[src/rtl/cdc_fifo_rd_packer_if.sv]
// Stream bundle between the CDC FIFO read port, the word packer and the downstream beat consumer.
// The master modport is the packer's view; slave is the view of whoever drives the FIFO side and sinks beats.
interface cdc_fifo_rd_packer_if #(
    parameter int WIDTH = 8,
    parameter int RATIO = 4,
    parameter int CW    = $clog2(RATIO + 1)
);
    logic [WIDTH-1:0]       fifo_data_out;
    logic                   fifo_empty;
    logic                   fifo_rd_en;
    logic [WIDTH*RATIO-1:0] out_data;
    logic [CW-1:0]          out_words;
    logic                   out_valid;
    logic                   out_ready;
    logic                   flush;
    logic                   flush_done;

    modport master (
        input  fifo_data_out, fifo_empty, out_ready, flush,
        output fifo_rd_en, out_data, out_words, out_valid, flush_done
    );

    modport slave (
        output fifo_data_out, fifo_empty, out_ready, flush,
        input  fifo_rd_en, out_data, out_words, out_valid, flush_done
    );
endinterface

[src/rtl/cdc_fifo_rd_packer.sv]
// Read-domain consumer of the async CDC FIFO: packs RATIO popped words into one beat on a
// valid/ready stream, with a flush that emits a partially filled beat plus its word count.
module cdc_fifo_rd_packer #(
    parameter int WIDTH = 8,
    parameter int RATIO = 4,
    parameter int CW    = $clog2(RATIO + 1)
) (
    input  logic                 rd_clk,
    input  logic                 rd_rst_n,
    cdc_fifo_rd_packer_if.master bus
);

    typedef enum logic [1:0] {FILL, DRAIN, EMIT, DONE} state_e;

    state_e                 state_q, state_d;
    logic [CW-1:0]          pack_cnt_q, pack_cnt_d;
    logic                   inflight_q;
    logic [WIDTH-1:0]       lanes_q [RATIO];
    logic [WIDTH*RATIO-1:0] out_data_q, out_data_d;
    logic [CW-1:0]          out_words_q, out_words_d;
    logic                   out_valid_q, out_valid_d;
    logic                   flush_done_q, flush_done_d;

    logic [CW:0]            pending;
    logic                   out_free;
    logic                   rd_en;
    logic [WIDTH*RATIO-1:0] full_beat;
    logic [WIDTH*RATIO-1:0] masked_beat;

    assign pending  = {1'b0, pack_cnt_q} + {{CW{1'b0}}, inflight_q};
    assign out_free = !out_valid_q || bus.out_ready;

    // The special case lets the pop for the next beat overlap the landing of the last word
    // of the current one, giving one pop per cycle while downstream keeps accepting.
    assign rd_en = rd_rst_n && (state_q == FILL) && !bus.flush && !bus.fifo_empty &&
                   ((pending < (CW+1)'(RATIO)) ||
                    ((pending == (CW+1)'(RATIO)) && inflight_q &&
                     (pack_cnt_q == CW'(RATIO - 1)) && out_free));

    // full_beat bypasses the landing word straight into its lane; masked_beat zeroes unused lanes.
    always_comb begin
        full_beat   = '0;
        masked_beat = '0;
        for (int i = 0; i < RATIO; i++) begin
            full_beat[i*WIDTH +: WIDTH]   = (inflight_q && (pack_cnt_q == CW'(i))) ?
                                            bus.fifo_data_out : lanes_q[i];
            masked_beat[i*WIDTH +: WIDTH] = (CW'(i) < pack_cnt_q) ? lanes_q[i] : '0;
        end
    end

    // NOTE: every signal gets a default at the top so no path leaves one unassigned (no latches).
    always_comb begin
        state_d      = state_q;
        pack_cnt_d   = pack_cnt_q;
        out_data_d   = out_data_q;
        out_words_d  = out_words_q;
        out_valid_d  = out_valid_q && !bus.out_ready;
        flush_done_d = 1'b0;

        if (inflight_q) begin
            if ((pack_cnt_q == CW'(RATIO - 1)) && out_free) begin
                out_data_d  = full_beat;
                out_words_d = CW'(RATIO);
                out_valid_d = 1'b1;
                pack_cnt_d  = '0;
            end else begin
                pack_cnt_d = pack_cnt_q + CW'(1);
            end
        end else if ((state_q == FILL) && (pack_cnt_q == CW'(RATIO)) && out_free) begin
            out_data_d  = full_beat;
            out_words_d = CW'(RATIO);
            out_valid_d = 1'b1;
            pack_cnt_d  = '0;
        end

        case (state_q)
            FILL: begin
                if (bus.flush) state_d = DRAIN;
            end
            DRAIN: begin
                // Decide only once the last issued word has landed in the pack register.
                if (!inflight_q) begin
                    if (pack_cnt_q == '0) begin
                        state_d      = DONE;
                        flush_done_d = 1'b1;
                    end else begin
                        state_d = EMIT;
                    end
                end
            end
            EMIT: begin
                if (out_free) begin
                    out_data_d   = masked_beat;
                    out_words_d  = pack_cnt_q;
                    out_valid_d  = 1'b1;
                    pack_cnt_d   = '0;
                    state_d      = DONE;
                    flush_done_d = 1'b1;
                end
            end
            DONE:    state_d = FILL;
            default: state_d = FILL;
        endcase
    end

    // NOTE: sequential state uses non-blocking assignments so all flops update together.
    always_ff @(posedge rd_clk or negedge rd_rst_n) begin
        if (!rd_rst_n) begin
            state_q      <= FILL;
            pack_cnt_q   <= '0;
            inflight_q   <= 1'b0;
            out_data_q   <= '0;
            out_words_q  <= '0;
            out_valid_q  <= 1'b0;
            flush_done_q <= 1'b0;
        end else begin
            state_q      <= state_d;
            pack_cnt_q   <= pack_cnt_d;
            inflight_q   <= rd_en;
            out_data_q   <= out_data_d;
            out_words_q  <= out_words_d;
            out_valid_q  <= out_valid_d;
            flush_done_q <= flush_done_d;
        end
    end

    // NOTE: the lanes are storage without reset; stale contents never escape because every
    // read of them is qualified by pack_cnt or overwritten by the landing word.
    always_ff @(posedge rd_clk) begin
        if (inflight_q) begin
            for (int i = 0; i < RATIO; i++) begin
                if (pack_cnt_q == CW'(i)) lanes_q[i] <= bus.fifo_data_out;
            end
        end
    end

    assign bus.fifo_rd_en = rd_en;
    assign bus.out_data   = out_data_q;
    assign bus.out_words  = out_words_q;
    assign bus.out_valid  = out_valid_q;
    assign bus.flush_done = flush_done_q;

endmodule

[src/flat_wrapper.sv]
// flat-port wrapper written by rule: the top's interface ports become plain ports
module cdc_fifo_rd_packer_flat 
#(
    parameter int WIDTH = 8,
    parameter int RATIO = 4,
    parameter int CW    = $clog2(RATIO + 1)
)
  (rd_clk, rd_rst_n, bus_fifo_data_out, bus_fifo_empty, bus_out_ready, bus_flush, bus_fifo_rd_en, bus_out_data, bus_out_words, bus_out_valid, bus_flush_done);
  cdc_fifo_rd_packer_if #(.WIDTH(WIDTH), .RATIO(RATIO), .CW(CW)) bus_i ();
  input  logic rd_clk;
  input  logic rd_rst_n;
  input wire logic [$bits(bus_i.fifo_data_out)-1:0] bus_fifo_data_out;
  input wire logic [$bits(bus_i.fifo_empty)-1:0] bus_fifo_empty;
  input wire logic [$bits(bus_i.out_ready)-1:0] bus_out_ready;
  input wire logic [$bits(bus_i.flush)-1:0] bus_flush;
  output wire logic [$bits(bus_i.fifo_rd_en)-1:0] bus_fifo_rd_en;
  output wire logic [$bits(bus_i.out_data)-1:0] bus_out_data;
  output wire logic [$bits(bus_i.out_words)-1:0] bus_out_words;
  output wire logic [$bits(bus_i.out_valid)-1:0] bus_out_valid;
  output wire logic [$bits(bus_i.flush_done)-1:0] bus_flush_done;
  assign bus_i.fifo_data_out = bus_fifo_data_out;
  assign bus_i.fifo_empty = bus_fifo_empty;
  assign bus_i.out_ready = bus_out_ready;
  assign bus_i.flush = bus_flush;
  assign bus_fifo_rd_en = bus_i.fifo_rd_en;
  assign bus_out_data = bus_i.out_data;
  assign bus_out_words = bus_i.out_words;
  assign bus_out_valid = bus_i.out_valid;
  assign bus_flush_done = bus_i.flush_done;
  cdc_fifo_rd_packer #(.WIDTH(WIDTH), .RATIO(RATIO), .CW(CW)) u_core (.rd_clk(rd_clk), .rd_rst_n(rd_rst_n), .bus(bus_i));
endmodule
[config.mk]
export PLATFORM = sky130hd
export DESIGN_NAME = cdc_fifo_rd_packer_flat
export DESIGN_NICKNAME = d
export VERILOG_FILES = /design/src/rtl/cdc_fifo_rd_packer_if.sv /design/src/rtl/cdc_fifo_rd_packer.sv /design/src/flat_wrapper.sv
export SDC_FILE = /design/constraint.sdc
export NUM_CORES = 1
export LEC_CHECK = 0
export ABC_AREA = 1
export CORE_ASPECT_RATIO = 1.2
export CORE_MARGIN = 2
export CORE_UTILIZATION = 37
export CTS_BUF_LIST = sky130_fd_sc_hd__clkbuf_4 sky130_fd_sc_hd__clkbuf_8
export DETAILED_ROUTE_END_ITERATION = 10
export PLACE_DENSITY = 0.63
export SYNTH_ARGS = -nofsm -noshare
export SYNTH_HDL_FRONTEND = slang
export SYNTH_SLANG_ARGS = --single-unit
[constraint.sdc]
create_clock -name rd_clk -period 1.5 [get_ports rd_clk]
set_input_delay 0.3 -clock rd_clk [delete_from_list [all_inputs] [get_ports rd_clk]]
set_output_delay 0.3 -clock rd_clk [all_outputs]
set_load 0.02 [all_outputs]
Word-level counts from Yosys, hierarchy flattened:

Memory sizes are Yosys's and may differ from the RTL's.
Cells that the tools add are included.

* word-level logic and storage cells: 110
* output and inout bits: 38
* RAM bits: 32
* register bits after elaboration: 43
* memories kept: 1

* reductions and logical operators: 27
* multiplexer cells: 57
* eq/ne operators: 11
* add/sub/neg operators: 2
* order comparisons: 5

Memory list
* u_core.lanes_q: depth 4, bits a word 8, read ports 4, clocked after Yosys merged registers in 0, wr ports 1, RTL line cdc_fifo_rd_packer.sv:18 `logic [WIDTH-1:0] lanes_q [RATIO];`

Operator list (number)
* $mux 32: 5
* $mux 8: 11
* $mux 3: 10
* $reduce_or 8->1: 3
* $mux 1: 23
* $logic_and 1x1->1: 15
* $mux 2: 6
* $pmux 2 s4: 1
* $eq 3x2->1 const B: 2
* $lt 1x3->1 const A: 2
* $lt 2x3->1 const A: 2
* $add 3x1->4: 1
* $eq 2x2->1 const B: 2
* $eq 4x3->1 const B: 1
* $logic_not 1->1: 4
* $lt 4x3->1 const B: 1
* $ne 2x2->1 const B: 2
* $add 3x1->3 const B: 1
* $eq 3x1->1 const B: 1
* $eq 3x3->1 const B: 1
* $logic_not 3->1: 1
* $reduce_and 3->1: 1
* $eq 2x1->1 const B: 1
* $logic_not 2->1: 1
* other kinds (3): 4

Longest topological paths before layout:

Gate-level depths: netlist of run 1.

* depth after elaboration: 8
* depth in mapped cells: 11
* gate-level depth less buffers: 10

Worst setup path after synthesis of run 1:

OpenSTA, ideal clock, no wires.

* kind: reg-to-reg
* start: register u_core.pack_cnt_q[0]
* end: register u_core.out_data_q[20] (netlist: u_core.bus.out_data[20])
* data required time: 1.381 ns
* stages on the path, launching flop included: 10
* buffers on the path: 0
* path slack: -0.154 ns
* period minus slack after synthesis: 1.654 ns
* arrival: 1.535 ns
* path through: dfrtp_1 > inv_1 > ha_1 > nand2_1 > nor2_1 > nand2_1 > nand2_1 > a21oi_2 > nor2_1 > nor2_1

* word-level cells in the longest chain between the ends: 7

RTL lines
* from (decl): RTL line cdc_fifo_rd_packer.sv:16 `logic [CW-1:0] pack_cnt_q, pack_cnt_d;`
* from (signal assigned): RTL line cdc_fifo_rd_packer.sv:118 `pack_cnt_q <= pack_cnt_d;`
* $eq 3x2->1 or $eq 3x3->1 (tied branches): RTL line cdc_fifo_rd_packer.sv:45, cdc_fifo_rd_packer.sv:69
* $logic_and 1x1->1, on equally long branches: RTL line cdc_fifo_rd_packer.sv:45, cdc_fifo_rd_packer.sv:69
* $mux 8 or $logic_and 1x1->1 (tied branches): RTL line cdc_fifo_rd_packer.sv:45, cdc_fifo_rd_packer.sv:69
* $mux 32, on equally long branches: RTL line cdc_fifo_rd_packer.sv:69, cdc_fifo_rd_packer.sv:61
* $mux 32: RTL line cdc_fifo_rd_packer.sv:60 `if (inflight_q) begin`
* $mux 32: RTL line cdc_fifo_rd_packer.sv:92 `if (out_free) begin`
* $mux 32 *: RTL line cdc_fifo_rd_packer.sv:76 `case (state_q)`
* net u_core.out_data_d[20]: RTL line cdc_fifo_rd_packer.sv:19 `logic [WIDTH*RATIO-1:0] out_data_q, out_data_d;`
* to (signal assigned): RTL line cdc_fifo_rd_packer.sv:120 `out_data_q <= out_data_d;`
* to (decl): RTL line cdc_fifo_rd_packer.sv:19

Mark *: on every way through the listed nets, which the timed path passes. The rest lies on a longest branch.
A chain may end at the register's enable or synchronous reset.

Worst setup path after layout of run 1:

* start: register u_core.inflight_q
* end: output bus_fifo_rd_en

* word-level cells in the longest chain between the ends: 7

RTL lines
* from (decl): RTL line cdc_fifo_rd_packer.sv:17 `logic inflight_q;`
* from (signal assigned): RTL line cdc_fifo_rd_packer.sv:119 `inflight_q <= rd_en;`
* $add 3x1->4: RTL line cdc_fifo_rd_packer.sv:30 `assign pending = {1'b0, pack_cnt_q} + {{CW{1'b0}}, inflight_q};`
* $eq 4x3->1: RTL line cdc_fifo_rd_packer.sv:37 `((pending == (CW+1)'(RATIO)) && inflight_q &&`
* $logic_and 1x1->1 (2 in series): RTL line cdc_fifo_rd_packer.sv:37
* $logic_and 1x1->1: RTL line cdc_fifo_rd_packer.sv:38 `(pack_cnt_q == CW'(RATIO - 1)) && out_free));`
* $logic_or 1x1->1 *: RTL line cdc_fifo_rd_packer.sv:36 `((pending < (CW+1)'(RATIO)) ||`
* $logic_and 1x1->1 *: RTL line cdc_fifo_rd_packer.sv:35 `assign rd_en = rd_rst_n && (state_q == FILL) && !bus.flush && !bus.fifo_empty &&`
* to (decl): RTL line flat_wrapper.sv:16 `output wire logic [$bits(bus_i.fifo_rd_en)-1:0] bus_fifo_rd_en;`

Every way passes the cells marked *; elsewhere a longest branch is shown, timed or not.

==> metrics, run 1 <==
Post-DP Area 5060 sq um; final setup margin -0.393 ns; top post-synthesis cells by count nand2_1 (167), inv_1 (56), nand3_1 (48); row count 41; Die Ht between 100 and 150 um; P per Cell Area 1230 nW/um^2; failing checks negative setup slack; largest net degree at the start of global routing 44; final clock skew 0.00731 ns; I/O Buffers 50; Fmax achieved between 500 and 600 MHz; clock sinks 75; Max IR drop VDD 0.000454 V; WL/cell 16.4 um; Clock transition at path regs 0.08 ns; post-route insts no fill about 730; fin crit period about 1.9 ns; status complete, but fails checks; Mapped Cells 467; Tot GR Track Use 0.192; Post-Place Setup Slack -0.642 ns; CTS buffer count 9; Syn Std Cell Area 3980 sq um; fin crit share 1.26; FF+latch count, synth between 70 and 80; Crit. End Element primary output; total iterations of the first detailed-routing run 5; CP max FO 2; initial drt markers 194; via count 3630; antenna violations before repair 0; Min-Delay Path Class input port to asynchronous set/reset pin; Initial Util 0.378; Final Wtd Congestion 0.860; layout cells sized above 1 0.343; IO Pins 51; Area growth, synth to finish 53.8%; Nets 620; Startpoint Class flop; Buf/Inv on CP 1; max_slew headroom 0.602; Clk Latency, worst-skew pair ~0.36 ns; Detail Placement HPWL 7.29 mm; RSZ-0062 raised after global routing true; Max-cap violations 0; CP most frequent cell ha_4; EDFF count, synth 32; final-report hold violation count 0; ranking of synthesized cells by area dfrtp_1 (27%), edfxtp_1 (24%), nand2_1 (16%); max-slew violation count 0; Diodes inserted 0; worst slew pin tran ~0.6 ns; Routed Antenna Nets 0; largest incremental delay on the critical path 0.42 ns; Yosys top cell by area dfrtp_1; most frequent cell after synthesis nand2_1; Placed Cells incl. Taps 684; DRC Markers 0; Synthesized Nets 489; number of global-route vias before repair between 3000 and 4000; fin area approximately 6100 sq um; count of different cell masters after synthesis 34; Routed Wire Length 12.0 mm; Core Util, Final 0.582; Ys Warns 0; Crit Path Category flop to primary output; asr flop ratio synth 0.573; CP max stage cell dfrtp_1; CTS tree built; Leak 3.17 nW; H-tree Lvls 3; Die W 98.7 um; Die ar. around 12000 sq um; grt ovf 0; root buffer cell clkbuf_8; global-route wire length before repair around 17 mm; Core ar. 10500 sq um; clock buffer depth 2; Vias/cell 4.96; CP required 1.20 ns; crit-path cells ha_4 -> ha_4 -> nor3_2 -> o21a_2 -> buf_6; sequential area share after synthesis 0.512; hold slack 0.0767 ns; delay-heaviest family, CP flip-flops; CTS Hold Bufs 0; Synth Area per Inst 8.52 sq um; top_reg_cell synth dfrtp_1; # setup viols final around 40; Data arrival, critical path 1.59 ns; post-synth top area share 0.270
-- repair_timing --
item | CTS | global route
buffers inserted | 6 | 22
resized for setup | 63 | 126
endpoints found under the setup margin | 102 | 68
pin swaps | 5 | 53
cloned | 1 | 4
-- per-stage QoR --
step | power [mW] | TNS (ns)
global route | 7.96 | -14.82
finish | 7.53 | -12.12
CTS | 7.00 | -12.46
detailed placement | 5.53 | -20.66
global placement | 5.49 | -20.04
floorplan | 4.21 | -0.891
-- final timing paths --
path | startpoint | end | slack [ns] | cells past startpoint
setup / recovery | u_core.inflight_q$_DFF_PN0_ | bus_fifo_rd_en | -0.39 | 5
hold / removal | rd_rst_n | u_core.bus.out_data[26]$_DFF_PN0_ | 0.08 | 2
setup reg to reg | u_core.pack_cnt_q[1]$_DFF_PN0_ | u_core.bus.out_data[11]$_DFF_PN0_ | -0.37 | 12
max in group asynchronous | rd_rst_n | u_core.pack_cnt_q[0]$_DFF_PN0_ | 0.97 | 2
hold reg to reg | u_core.lanes_q[1][7]$_DFFE_PP_ | u_core.bus.out_data[15]$_DFF_PN0_ | 0.48 | 2
min in group rd_clk | u_core.lanes_q[1][7]$_DFFE_PP_ | u_core.bus.out_data[15]$_DFF_PN0_ | 0.48 | 2
-- layout by cell type (no fill, tap or decap), drive strengths merged, types with 15 or more instances in the layout --
| cell type | netlist | final |
|---|---|---|
| buf | 18 | 87 |
| clkbuf | 1 | 15 |
| dfrtp | 43 | 43 |
| dlygate4sd2 | 0 | 37 |
| edfxtp | 32 | 32 |
| inv | 59 | 58 |
| nand2 | 172 | 172 |
| nand3 | 52 | 53 |
| nand3b | 29 | 29 |
| o21ai | 21 | 21 |
-- state kept, by name, indices dropped and copies added, names as in the netlist --
register / flops
u_core.pack_cnt_q: 3
u_core.lanes_q: 32
u_core.bus.out_data: 32
u_core.state_q: 2
u_core.bus.flush_done: 1
u_core.bus.out_words: 3
u_core.inflight_q: 1
u_core.bus.out_valid: 1
-- power breakdown --
| part | switching (mW) | internal [mW] | leakage (nW) | total (mW) |
|---|---|---|---|---|
| Clock | 0.754 | 0.825 | 0.101 | 1.58 |
| Combinational | 1.81 | 1.41 | 2.21 | 3.22 |
| Sequential | 0.224 | 2.51 | 0.861 | 2.73 |
| Total | 2.79 | 4.74 | 3.17 | 7.53 |
-- layer usage --
| layer | global-route usage | up-vias | wire length [um] |
|---|---|---|---|
| met4 | 0.0685 | 0 | 358 |
| li1 | - | 1775 | - |
| met5 | 0 | - | 0 |
| met2 | 0.326 | 95 | 6160 |
| met1 | 0.244 | 1732 | 5000 |
| met3 | 0.0333 | 28 | 480 |
-- area by class of cell --
class	count	area, sq um
tap	129	161
timing repair buffer	138	1390
clock buffer	12	146
sequential	75	2040
inverter	59	250
fill	888	4390
multi-input combinational	315	2080
clock inverter	4	51.3
-- cell families after synthesis --
group,after synthesis,share of synthesized area
simple gates,270,0.319
buf+inv,78,0.0896
flops,75,0.512
compound gates,34,0.0487
fa+ha+maj,9,0.0283
xor+xnor,1,0.00220
No activity file was read; power rests on OpenSTA's default activity.
==> inputs of run 2 (changes only) <==
--- a/config.mk
+++ b/config.mk
@@ -6,10 +6,12 @@
 export NUM_CORES = 1
 export LEC_CHECK = 0
 export ABC_AREA = 1
+export CAP_MARGIN = 30
 export CORE_ASPECT_RATIO = 1.2
 export CORE_MARGIN = 2
 export CORE_UTILIZATION = 37
 export CTS_BUF_LIST = sky130_fd_sc_hd__clkbuf_4 sky130_fd_sc_hd__clkbuf_8
+export CTS_CLUSTER_SIZE = 16
 export DETAILED_ROUTE_END_ITERATION = 10
 export PLACE_DENSITY = 0.63
 export SYNTH_ARGS = -nofsm -noshare
==> results of run 2 <==
Final layout, timing and power as in run 1 (identical DEF).
==> inputs of run 3 (changes only) <==
--- a/config.mk
+++ b/config.mk
@@ -8,7 +8,6 @@
 export ABC_AREA = 1
 export CAP_MARGIN = 30
 export CORE_ASPECT_RATIO = 1.2
-export CORE_MARGIN = 2
 export CORE_UTILIZATION = 37
 export CTS_BUF_LIST = sky130_fd_sc_hd__clkbuf_4 sky130_fd_sc_hd__clkbuf_8
 export CTS_CLUSTER_SIZE = 16
==> metrics, run 3 (synthesis gave the netlist of run 1 again) <==
Max-cap violations 0; CP most frequent cell ha_4; final setup margin -0.392 ns; max-slew violation count 0; global-route wire length before repair between 15 and 20 mm; Crit. End Element primary output; Buf/Inv on CP 1; Routed Antenna Nets 0; WL/cell 16.4 um; final clock skew 0.00835 ns; via count 3634; row count about 40; max_slew headroom 0.611; Crit Path Category flop to primary output; I/O Buffers 50; fin crit share 1.26; Data arrival, critical path 1.59 ns; # setup viols final 57; Leak roughly 3.2 nW; Die ar. roughly 11000 sq um; Fmax achieved 528 MHz; CTS Hold Bufs 0; number of global-route vias before repair 3531; CP max FO 2; grt ovf 0; Min-Delay Path Class input port to asynchronous set/reset pin; initial drt markers 158; RSZ-0062 raised after global routing true; highest-count cells in the layout ignoring fill and taps nand2_1 (137), buf_4 (50), inv_1 (48); Die W 96.7 um; total iterations of the first detailed-routing run 7; status complete, but fails checks; Diodes inserted 0; delay-heaviest family, CP flip-flops; final-report hold violation count 0; CTS buffer count 9; CP max stage cell dfrtp_2; R2R Path Start u_core.pack_cnt_q[1]$_DFF_PN0_; IO Pins 51; hold slack 0.0695 ns; CP required approximately 1.2 ns; Die Ht between 100 and 150 um; Final Wtd Congestion 0.822; Detail Placement HPWL 7.38 mm; Tot GR Track Use 0.205; clock sinks between 70 and 80; fillers 893; CTS tree built; crit-path cells ha_4 -> ha_4 -> nor3_2 -> o21a_2 -> buf_6; CP Launch Point u_core.pack_cnt_q[0]$_DFF_PN0_; P per Cell Area between 1000 and 1500 nW/um^2; Placed Cells incl. Taps 689; H-tree Lvls 3; Clk Latency, worst-skew pair 0.37 ns; Power, Total between 7 and 8 mW; largest net degree at the start of global routing 44; failing checks negative setup slack; antenna violations before repair 0; largest incremental delay on the critical path about 0.44 ns; worst slew pin tran 0.584 ns; fin crit period 1.89 ns; root buffer cell clkbuf_8; clock buffer depth 2; Post-Place Setup Slack -0.652 ns; Startpoint Class flop; Area growth, synth to finish 52.1%; post-route insts no fill 724; Nets around 610; Core ar. 10500 sq um; Vias/cell 5.02; Routed Wire Length 11.9 mm; DRC Markers 0; Max IR drop VDD 0.000598 V; layout cells sized above 1 0.333; Clock transition at path regs around 0.08 ns; commonest non-fill, non-tap cell in the layout nand2_1; Initial Util 0.378
## run 3: cell types whose count changed in the layout (fill, tap and decap cells not counted), moves of 3 or more
cell / change
buf_6: -4
buf_4: -3
nand2_2: -7
nand2_4: +7
nor2_4: -3
## run 3: where the power goes
| part | switching [mW] | internal (mW) |
|---|---|---|
| Clock | 0.779 | 1.14 |
| Combinational | 1.75 | 1.42 |
| Sequential | 0.218 | 2.51 |
| Total | 2.75 | 5.07 |
## run 3: worst register-to-register path: cells and delay by family (launching register included)
kind / cells / cell delay, ns
buffers and inverters: 4 / 0.45
adder cells (fa/ha/maj): 1 / 0.14
flip-flops: 1 / 0.48
AND/OR/NAND/NOR: 7 / 0.69
## run 3: area by class of cell
| cell class | instances | area [sq um] | share of cell area |
|---|---|---|---|
| tap | 129 | 161 | 0.0267 |
| inverter | 59 | 260 | 0.0430 |
| sequential | 75 | 2040 | 0.337 |
| clock inverter | 5 | 103 | 0.0170 |
| multi-input combinational | 316 | 2080 | 0.343 |
| clock buffer | 11 | 139 | 0.0229 |
| timing repair buffer | 129 | 1270 | 0.210 |
## run 3: what timing repair did
action,4_1_cts,5_1_grt
endpoints found under the setup margin,104,66
cloned,2,5
buffers inserted,6,12
pin swaps,5,63
gates resized for setup,67,125
hold endpoints to repair,0,0
## run 3: metrics by stage
step / area, sq um / util / TNS [ns]
4_1_cts: 5490 / 0.522 / -11.01
5_1_grt: 6050 / 0.575 / -16.08
3_5_place_dp: 5090 / 0.484 / -18.43
6_report: 6050 / 0.575 / -12.71
2_1_floorplan: 4060 / - / -0.891
3_3_place_gp: 5090 / 0.484 / -17.60
## run 3: worst paths after layout
path                                                     end  slack (ns)  depth (start not counted)
max                                           bus_fifo_rd_en       -0.39                          5
min                         u_core.bus.out_data[1]$_DFF_PN0_        0.07                          2
max reg2reg                u_core.bus.out_data[29]$_DFF_PN0_       -0.36                         12
min reg2reg                 u_core.bus.out_data[0]$_DFF_PN0_        0.48                          2
max in group asynchronous     u_core.pack_cnt_q[1]$_DFF_PN0_        1.00                          2
min in group rd_clk              u_core.inflight_q$_DFF_PN0_        0.32                          4
## run 3: layer usage
layer,GRT usage,vias to the layer above,wire (um)
met2,0.361,99,6150
met5,0,-,0
met1,0.255,1751,4890
met4,0.0816,0,371
li1,-,1757,-
met3,0.0290,27,454
